===== config.mk =====
export PLATFORM = sky130hd
export DESIGN_NAME = screen_ctrl
export DESIGN_NICKNAME = d
export VERILOG_FILES = /design/src/rtl/screen_pkg.sv /design/src/rtl/btn_sync_edge.sv /design/src/rtl/screen_ctrl.sv
export SDC_FILE = /design/constraint.sdc
export NUM_CORES = 1
export LEC_CHECK = 0
export CELL_PAD_IN_SITES_DETAIL_PLACEMENT = 0
export CELL_PAD_IN_SITES_GLOBAL_PLACEMENT = 1
export CORE_ASPECT_RATIO = 2
export CORE_UTILIZATION = 45
export CTS_BUF_LIST = sky130_fd_sc_hd__clkbuf_16
export DETAILED_ROUTE_END_ITERATION = 6
export PLACE_DENSITY_LB_ADDON = 0.1
export SYNTH_ARGS = -nofsm -noshare
export SYNTH_HDL_FRONTEND = slang
export SYNTH_SLANG_ARGS = --single-unit

===== constraint.sdc =====
create_clock -name clk -period 4.4 [get_ports clk]
set_input_delay 0.44 -clock clk [delete_from_list [all_inputs] [get_ports clk]]
set_output_delay 0.44 -clock clk [all_outputs]
set_load 0.01 [all_outputs]

===== src/rtl/screen_pkg.sv =====
// rtl/screen_pkg.sv - screen codes shared by the screen sequencer and the VGA mux select decode
//  SCR_W     : width of a screen code
//  screen_t  : screen code type (vga_control value)
//  SCR_*     : screen codes OFF=0, INTRO=1, MENU=2, GAME=3, SCORE=4
package screen_pkg;

    localparam int SCR_W = 4;

    typedef logic [SCR_W-1:0] screen_t;

    localparam screen_t SCR_OFF   = 4'd0;
    localparam screen_t SCR_INTRO = 4'd1;
    localparam screen_t SCR_MENU  = 4'd2;
    localparam screen_t SCR_GAME  = 4'd3;
    localparam screen_t SCR_SCORE = 4'd4;

endpackage


===== src/rtl/btn_sync_edge.sv =====
// rtl/btn_sync_edge.sv - button synchronizer plus rising-edge detector
//  clk   in  system clock
//  clr   in  asynchronous active-low reset
//  din   in  raw button level, asynchronous to clk
//  pulse out one-cycle pulse per synchronized low-to-high transition
module btn_sync_edge #(
    parameter int SYNC_STAGES = 2
) (
    input  logic clk,
    input  logic clr,
    input  logic din,
    output logic pulse
);

    logic [SYNC_STAGES-1:0] sync_q;
    logic                   prev_q;

    always_ff @(posedge clk or negedge clr) begin
        if (!clr) begin
            sync_q <= '0;
            prev_q <= 1'b0;
        end else begin
            sync_q <= {sync_q[SYNC_STAGES-2:0], din};
            prev_q <= sync_q[SYNC_STAGES-1];
        end
    end

    // Combinational so the FSM acts on the edge one clock after the last sync stage:
    // the raw edge reaches the state register on edge SYNC_STAGES+1.
    assign pulse = sync_q[SYNC_STAGES-1] & ~prev_q;

endmodule


===== src/rtl/screen_ctrl.sv =====
// rtl/screen_ctrl.sv - screen sequencer driving the VGA mux select and INTRO blink
//  clk         in   system clock
//  clr         in   asynchronous active-low reset
//  en          in   display enable; 0 forces OFF
//  btn_start   in   raw start button, async to clk
//  btn_back    in   raw back button, async to clk
//  game_over   in   game finished level, sync to clk
//  vga_control out  screen select (state code)
//  blink       out  1 = blank the INTRO image
//  game_rst    out  one-cycle pulse on GAME entry
module screen_ctrl
    import screen_pkg::*;
#(
    parameter int unsigned BLINK_HALF  = 25_000_000,
    parameter int unsigned INTRO_TICKS = 300_000_000,
    parameter int unsigned SCORE_TICKS = 500_000_000,
    parameter int          SYNC_STAGES = 2
) (
    input  logic             clk,
    input  logic             clr,
    input  logic             en,
    input  logic             btn_start,
    input  logic             btn_back,
    input  logic             game_over,
    output logic [SCR_W-1:0] vga_control,
    output logic             blink,
    output logic             game_rst
);

    localparam logic [31:0] BLINK_LAST = 32'(BLINK_HALF - 1);
    localparam logic [31:0] INTRO_LAST = 32'(INTRO_TICKS - 1);
    localparam logic [31:0] SCORE_LAST = 32'(SCORE_TICKS - 1);

    logic start_pulse;
    logic back_pulse;

    screen_t     state_q, state_d;
    logic [31:0] dwell_q, dwell_d;
    logic [31:0] blink_cnt_q, blink_cnt_d;
    logic        blink_q, blink_d;
    logic        game_rst_q, game_rst_d;

    btn_sync_edge #(.SYNC_STAGES(SYNC_STAGES)) u_start (
        .clk   (clk),
        .clr   (clr),
        .din   (btn_start),
        .pulse (start_pulse)
    );

    btn_sync_edge #(.SYNC_STAGES(SYNC_STAGES)) u_back (
        .clk   (clk),
        .clr   (clr),
        .din   (btn_back),
        .pulse (back_pulse)
    );

    always_ff @(posedge clk or negedge clr) begin
        if (!clr) begin
            state_q     <= SCR_OFF;
            dwell_q     <= '0;
            blink_cnt_q <= '0;
            blink_q     <= 1'b0;
            game_rst_q  <= 1'b0;
        end else begin
            state_q     <= state_d;
            dwell_q     <= dwell_d;
            blink_cnt_q <= blink_cnt_d;
            blink_q     <= blink_d;
            game_rst_q  <= game_rst_d;
        end
    end

    always_comb begin
        state_d = state_q;
        if (!en) begin
            state_d = SCR_OFF;
        end else begin
            case (state_q)
                SCR_OFF:   state_d = SCR_INTRO;
                SCR_INTRO: if (start_pulse || dwell_q == INTRO_LAST) state_d = SCR_MENU;
                // start wins over back when both arrive together
                SCR_MENU:  if (start_pulse)     state_d = SCR_GAME;
                           else if (back_pulse) state_d = SCR_INTRO;
                SCR_GAME:  if (game_over)       state_d = SCR_SCORE;
                           else if (back_pulse) state_d = SCR_MENU;
                SCR_SCORE: if (start_pulse || dwell_q == SCORE_LAST) state_d = SCR_MENU;
                default:   state_d = SCR_OFF;
            endcase
        end
    end

    always_comb begin
        dwell_d = '0;
        if (state_d == state_q) begin
            dwell_d = (dwell_q == '1) ? dwell_q : dwell_q + 32'd1;
        end
    end

    // Blink counter only runs while staying in INTRO; entry and every other state hold it cleared.
    always_comb begin
        blink_cnt_d = '0;
        blink_d     = 1'b0;
        if (state_d == SCR_INTRO && state_q == SCR_INTRO) begin
            if (blink_cnt_q == BLINK_LAST) begin
                blink_cnt_d = '0;
                blink_d     = ~blink_q;
            end else begin
                blink_cnt_d = blink_cnt_q + 32'd1;
                blink_d     = blink_q;
            end
        end
    end

    assign game_rst_d = (state_d == SCR_GAME) && (state_q != SCR_GAME);

    assign vga_control = state_q;
    assign blink       = blink_q;
    assign game_rst    = game_rst_q;

endmodule


# ---- After elaboration in Yosys (flattened, before gate mapping)
# Cells that the tools add are included.
dict set report totals {
  ff_bits 76
  latch_bits 0
  mem_bits_rw 0
  romBits 0
  input_bits 6
  out_inout_bits 6
  elab_cells 49
  n_memories 0
}
dict set report classes {
  n_addsub 2
  n_mul 0
  div_mod_pow 0
  order_cmp 0
  n_eq_ne 14
  shift 0
  muxes 14
  n_bitwise 5
  reduce_logical 5
}
# op n
set ops {}
lappend ops {{$mux W32} 4}
lappend ops {{$add A32 B1 Y32 const B} 2}
lappend ops {{$eq A32 B29 Y1 const B} 2}
lappend ops {{$eq A32 B25 Y1 const B} 1}
lappend ops {{$eq A32 B32 Y1 const B} 1}
lappend ops {{$mux W4} 7}
lappend ops {{$pmux W4 S5} 1}
lappend ops {{$eq A4 B2 Y1 const B} 3}
lappend ops {{$eq A4 B1 Y1 const B} 2}
lappend ops {{$eq A4 B3 Y1 const B} 1}
lappend ops {{$eq A4 B4 Y1} 1}
lappend ops {{$logic_not A4 Y1} 1}
lappend ops {{$ne A4 B2 Y1 const B} 1}
lappend ops {{$not A1 Y1} 3}
lappend ops {{$and A1 B1 Y1} 2}
lappend ops {{$logic_and A1 B1 Y1} 2}
lappend ops {{$logic_or A1 B1 Y1} 2}
lappend ops {{$mux W1} 2}
lappend ops {{$ne A2 B1 Y1 const B} 1}
lappend ops {{$ne A2 B2 Y1 const B} 1}

# ---- Longest topological paths before layout
dict set report logic_depth {
  ltp_word 9
  mapped_depth 10
  mapped_depth_nobuf 7
}

# ---- Cells and area by module
# A second synthesis with hierarchy kept.
dict set report hier_totals {
  cells_unflattened 420
  area_unflattened_um2 4072.7
}
# mod n_inst cells_per_inst area_each_um2 seq_area_each_um2
set modules_own_cells {}
lappend modules_own_cells {screen_ctrl 1 412 3895.0 1751.7}
lappend modules_own_cells {btn_sync_edge 2 4 88.8 75.1}

# ---- Least setup slack after synthesis
# No wires, ideal clock.
dict set report synth_path {
  path_type {register -> register}
  startpoint {register dwell_q[8]}
  endpoint {register dwell_q[2]}
  setup_ps 137
  arrival_ps 2265
  required_time_ps 4263
  setup_slack_ps 1999
  stages_incl_launch_ff 8
  n_path_buf 1
  synth_period_minus_slack_ps 2401
  path_cell_list {dfrtp_1 -> or3_2 -> or3_4 -> or3_1 -> a2111o_1 -> nand4_2 -> buf_6 -> a211oi_2}
}
dict set report synth_via {
  elab_chain_len 7
  elab_cells_between_ends 12
  cone_classes {eq/ne: 5; mux: 5; reduce/logical: 2}
}
# element line
set synth_lines {}
lappend synth_lines {{from (decl)} screen_ctrl.sv:38} ;# logic [31:0] dwell_q, dwell_d;
lappend synth_lines {{from (signal assigned)} screen_ctrl.sv:66} ;# dwell_q <= dwell_d;
lappend synth_lines {{$eq A32 B29 Y1 (on tied branches)} {screen_ctrl.sv:86, screen_ctrl.sv:80}}
lappend synth_lines {{$logic_or A1 B1 Y1 (on tied branches)} {screen_ctrl.sv:86, screen_ctrl.sv:80}}
lappend synth_lines {{$mux W4 (on tied branches)} {screen_ctrl.sv:86, screen_ctrl.sv:80}}
lappend synth_lines {{$pmux W4 S5} screen_ctrl.sv:78} ;# case (state_q)
lappend synth_lines {{$mux W4} screen_ctrl.sv:75} ;# if (!en) begin
lappend synth_lines {{$eq A4 B4 Y1} screen_ctrl.sv:94} ;# if (state_d == state_q) begin
lappend synth_lines {{$ne A2 B2 Y1 (no line) / $mux W32 (equally long branches)} --}
# Parallel ways exist; a longest one is shown, timed or not.
# A chain may end at the register's enable or synchronous reset.

# ---- Final worst setup path
dict set report layout_path {
  startpoint {register dwell_q[8]}
  endpoint {register blink_cnt_q[12]}
}
dict set report layout_via {
  elab_chain_len 8
  elab_cells_between_ends 11
  cone_classes {eq/ne: 3; mux: 5; reduce/logical: 3}
}
# element line
set layout_lines {}
lappend layout_lines {{$eq A32 B29 Y1 (on tied branches)} {screen_ctrl.sv:86, screen_ctrl.sv:80}}
lappend layout_lines {{$logic_or A1 B1 Y1 (on tied branches)} {screen_ctrl.sv:86, screen_ctrl.sv:80}}
lappend layout_lines {{$mux W4 (on tied branches)} {screen_ctrl.sv:86, screen_ctrl.sv:80}}
lappend layout_lines {{$pmux W4 S5 (*)} screen_ctrl.sv:78}
lappend layout_lines {{$mux W4 (*)} screen_ctrl.sv:75}
lappend layout_lines {{$eq A4 B1 Y1 (*)} screen_ctrl.sv:103} ;# if (state_d == SCR_INTRO && state_q == SCR_INTRO) begin
lappend layout_lines {{$logic_and A1 B1 Y1 (*)} screen_ctrl.sv:103}
lappend layout_lines {{$mux W32 (*)} screen_ctrl.sv:103}
lappend layout_lines {{named net blink_cnt_d[12]} screen_ctrl.sv:39} ;# logic [31:0] blink_cnt_q, blink_cnt_d;
lappend layout_lines {{to (signal assigned)} screen_ctrl.sv:67} ;# blink_cnt_q <= blink_cnt_d;
lappend layout_lines {{to (decl)} screen_ctrl.sv:39}
# The timed path passes the listed nets; every way through them passes the cells marked *.

==> impl_metrics.env <==
export IMPL_run_status="finished clean"
export IMPL_synthCells=430
export IMPL_row_count=48
export IMPL_dpl_hpwl_um=6740
export IMPL_cellPowerDensity_nw_per_um2=320
export IMPL_met3_usage=0.0445
export IMPL_timing_setup_tns_ns=0
export IMPL_gr_usage_met1=0.225
export IMPL_place_worst_setup_slack_ns=1.67
export IMPL_seq_area_sq_um=1900
export IMPL_numCtsBuffers=9
export IMPL_place_area_sq_um=4190
export IMPL_number_of_flops_mapped_to_enable_cells_by_yosys=0
export IMPL_antennaDiodeCount=0
export IMPL_syn_to_final_growth_pct=9.68
export IMPL_routed_wl_um=9490
export IMPL_synth_warnings=0
export IMPL_cts_hold_buffers_added=0
export IMPL_globalRouteOverflowTotal=0
export IMPL_final_fill_count=851
export IMPL_min_period_over_period=0.624
export IMPL_p_leak_nw=1.69
export IMPL_synth_area_per_cell_sq_um=9.44
export IMPL_vias=3142
export IMPL_root_buffer_master="clkbuf_16"
export IMPL_min_path_type="in -> async"
export IMPL_cts_setup_buffers=0
export IMPL_core_box_area_sq_um=8710
export IMPL_place_congestion=0.838
export IMPL_timing_worst_slew_pin_value_ns=0.983
export IMPL_worst_case_clock_skew_ns=0.00397
export IMPL_final_period_minus_worst_setup_slack_ns=2.75
export IMPL_final_critical_path_setup_slack_ns=1.65
export IMPL_maxSlewViolCount=0
export IMPL_rsz0062_at_grt="false"
export IMPL_setup_viol_count_final=0
export IMPL_die_w_um=69.2
export IMPL_post_synth_instance_area_sq_um=4060
export IMPL_detail_route_vias_per_cell=5.80
export IMPL_design_die_area_sq_um=9430
export IMPL_multi_input_comb_area_sq_um=2030
export IMPL_clkSinkCount=76
export IMPL_global_route_usage_total=0.221
export IMPL_synth_yosys_seq_area_share=0.469
export IMPL_worstPathRequired_ns=4.60
export IMPL_final_area_sq_um=4450
export IMPL_drv_max_cap_violation_count=0
export IMPL_worstSetupEndpointType="flip-flop"
export IMPL_top_level_ports=12
export IMPL_h_tree_levels=3
export IMPL_startpoint_type_of_the_worst_setup_path="flip-flop"
export IMPL_worstSetupPathType="reg -> reg"
export IMPL_postSynthRegisterBits=76
export IMPL_fmax_ghz=0.364
export IMPL_crit_path_max_incr_delay_ns=0.52
export IMPL_path_clk_slew_ns=0.06
export IMPL_met2_usage=0.422
export IMPL_path_cells="or3_2, or3_4, nor4_1, or3_1, or2_2, nor2_1"
export IMPL_synth_lib_cells_used_distinct=56
export IMPL_ctsLongestPathBuffers=2
export IMPL_grt_start_max_net_pins=77
export IMPL_final_layout_size_suffix_gt1_frac=0.0769
export IMPL_vdd_drop_max_mv=0.226
export IMPL_async_reset_ff_frac=1.00
export IMPL_ys_dominant_reg_cell="dfrtp_1"
export IMPL_remaining_drc_errors=0
export IMPL_via_count_of_the_first_global_routing_pass=3277
export IMPL_cts_tree="done"
export IMPL_post_cts_resized=0
export IMPL_global_route_wire_length_before_repair_um=16000
export IMPL_slew_headroom=0.345
export IMPL_post_drt_wl_per_cell_um=17.5
export IMPL_crit_arrival_ns=2.94
export IMPL_die_height_um=136
export IMPL_clk_insertion_delay_late_ns=0.34
export IMPL_post_synth_net_total=438
export IMPL_globalRoute_busiestLayer="met2"
export IMPL_reg2reg_setup_slack_ns=1.65
export IMPL_drtAntennaViolNets=0
export IMPL_design_final_nets=446
export IMPL_final_hold_fails=0
export IMPL_drt_initial_drc_count=133
export IMPL_cp_slowest_cell="or2_2"
export IMPL_grt_antenna_before_repair=0
export IMPL_path_max_fanout=32
export IMPL_io_buffers=11
export IMPL_dr_pass1_iters=5
export IMPL_initial_utilization=0.466
[layer usage]
metal | up-vias | wire (um)
met1 | 1539 | 3610
met4 | 0 | 329
li1 | 1530 | -
met2 | 51 | 5350
met3 | 22 | 198
met5 | - | 0
[kinds of logic (layout without fill, tap and decap cells)]
group | after synthesis | after routing | share of synthesized area
XOR/XNOR | 56 | 56 | 0.121
other | 1 | 1 | 0.000924
buffers and inverters | 19 | 31 | 0.0308
AND/OR/NAND/NOR | 245 | 245 | 0.318
flip-flops | 76 | 76 | 0.469
AO/OA/AOI/OAI | 31 | 31 | 0.0546
adder cells (fa/ha/maj) | 2 | 2 | 0.00616
[area by class of cell]
class,count,share of cell area
inverter,3,0.00253
clock inverter,6,0.00759
tap,100,0.0281
sequential,76,0.427
clock buffer,9,0.0506
timing repair buffer,13,0.0275
multi-input combinational,335,0.456
[state kept, by name (all words and copies together) (netlist names)]
| register | flops |
|---|---|
| blink | 1 |
| blink_cnt_q | 32 |
| dwell_q | 32 |
| game_rst | 1 |
| u_back.prev_q | 1 |
| u_back.sync_q | 2 |
| u_start.prev_q | 1 |
| u_start.sync_q | 2 |
| vga_control | 4 |
[cells in the mapped netlist (all sizes together), types with 2 or more instances]
| cell | n | area [sq um] |
|---|---|---|
| nor2b | 2 | 12.5 |
| or4 | 3 | 22.5 |
| nor4 | 8 | 50.1 |
| nor2 | 77 | 289 |
| or3b | 3 | 26.3 |
| nand4b | 2 | 17.5 |
| nor4b | 4 | 35.0 |
| and4 | 6 | 53.8 |
| ha | 2 | 25.0 |
| xor2 | 35 | 307 |
| or3 | 8 | 56.3 |
| clkbuf | 5 | 18.8 |
| or2b | 2 | 17.5 |
| a31oi | 2 | 12.5 |
| nor3 | 14 | 75.1 |
| nand2b | 4 | 25.0 |
| buf | 11 | 95.1 |
| or2 | 3 | 18.8 |
| inv | 3 | 11.3 |
| nand2 | 33 | 124 |
| and3 | 14 | 88.8 |
| xnor2 | 21 | 184 |
| nand4 | 25 | 163 |
| nor3b | 4 | 30.0 |
| nand3 | 28 | 140 |
| o31ai | 2 | 15.0 |
| o21ai | 6 | 30.0 |
| a211oi | 2 | 25.0 |
| dfrtp | 76 | 1900 |
| a21oi | 8 | 40.0 |
[critical path, delay by kind of cell, from the launching register on]
family,cells,cell delay (ns)
and+or+nand+nor,6,2.15
DFF,1,0.45
[worst paths after layout]
kind                              startpoint  depth (start not counted)                 to
min in group clk           u_start.sync_q[0]                          0  u_start.sync_q[1]
setup reg to reg                  dwell_q[8]                          6    blink_cnt_q[12]
hold / removal                           clr                          1    blink_cnt_q[30]
setup / recovery                  dwell_q[8]                          6    blink_cnt_q[12]
hold reg to reg            u_start.sync_q[0]                          0  u_start.sync_q[1]
max in group asynchronous                clr                          1        dwell_q[25]
[cells in the final DEF (no fill, tap or decap), types with 8 or more instances in the layout]
cell type,Yosys,layout
nand4_1,24,24
xnor2_1,21,21
dfrtp_1,76,76
a21oi_1,8,8
nand2_1,33,33
nor4_1,8,8
nand3_1,28,28
xor2_1,35,35
nor3_1,13,13
clkdlybuf4s50_1,0,10
clkbuf_16,0,9
and3_1,13,13
nor2_1,77,77
[metrics by stage]
stage	total power, mW	utilization	std cells	hold slack (ns)
after detailed placement	0.780	0.481	527	0.348
after CTS	1.45	0.511	542	0.299
final	1.43	0.511	542	0.233
after global placement	0.779	0.481	527	0.332
after floorplan	0.754	-	430	0.144
after global routing	1.47	0.511	542	0.332
[where the power goes]
| part | internal [mW] | leakage, nW | total, mW | switching (mW) |
|---|---|---|---|---|
| clock network | 0.373 | 0.130 | 0.661 | 0.288 |
| logic | 0.0168 | 0.519 | 0.0538 | 0.0369 |
| registers | 0.705 | 1.04 | 0.711 | 0.00669 |
Note: power is estimated with default switching activity, not from simulation.
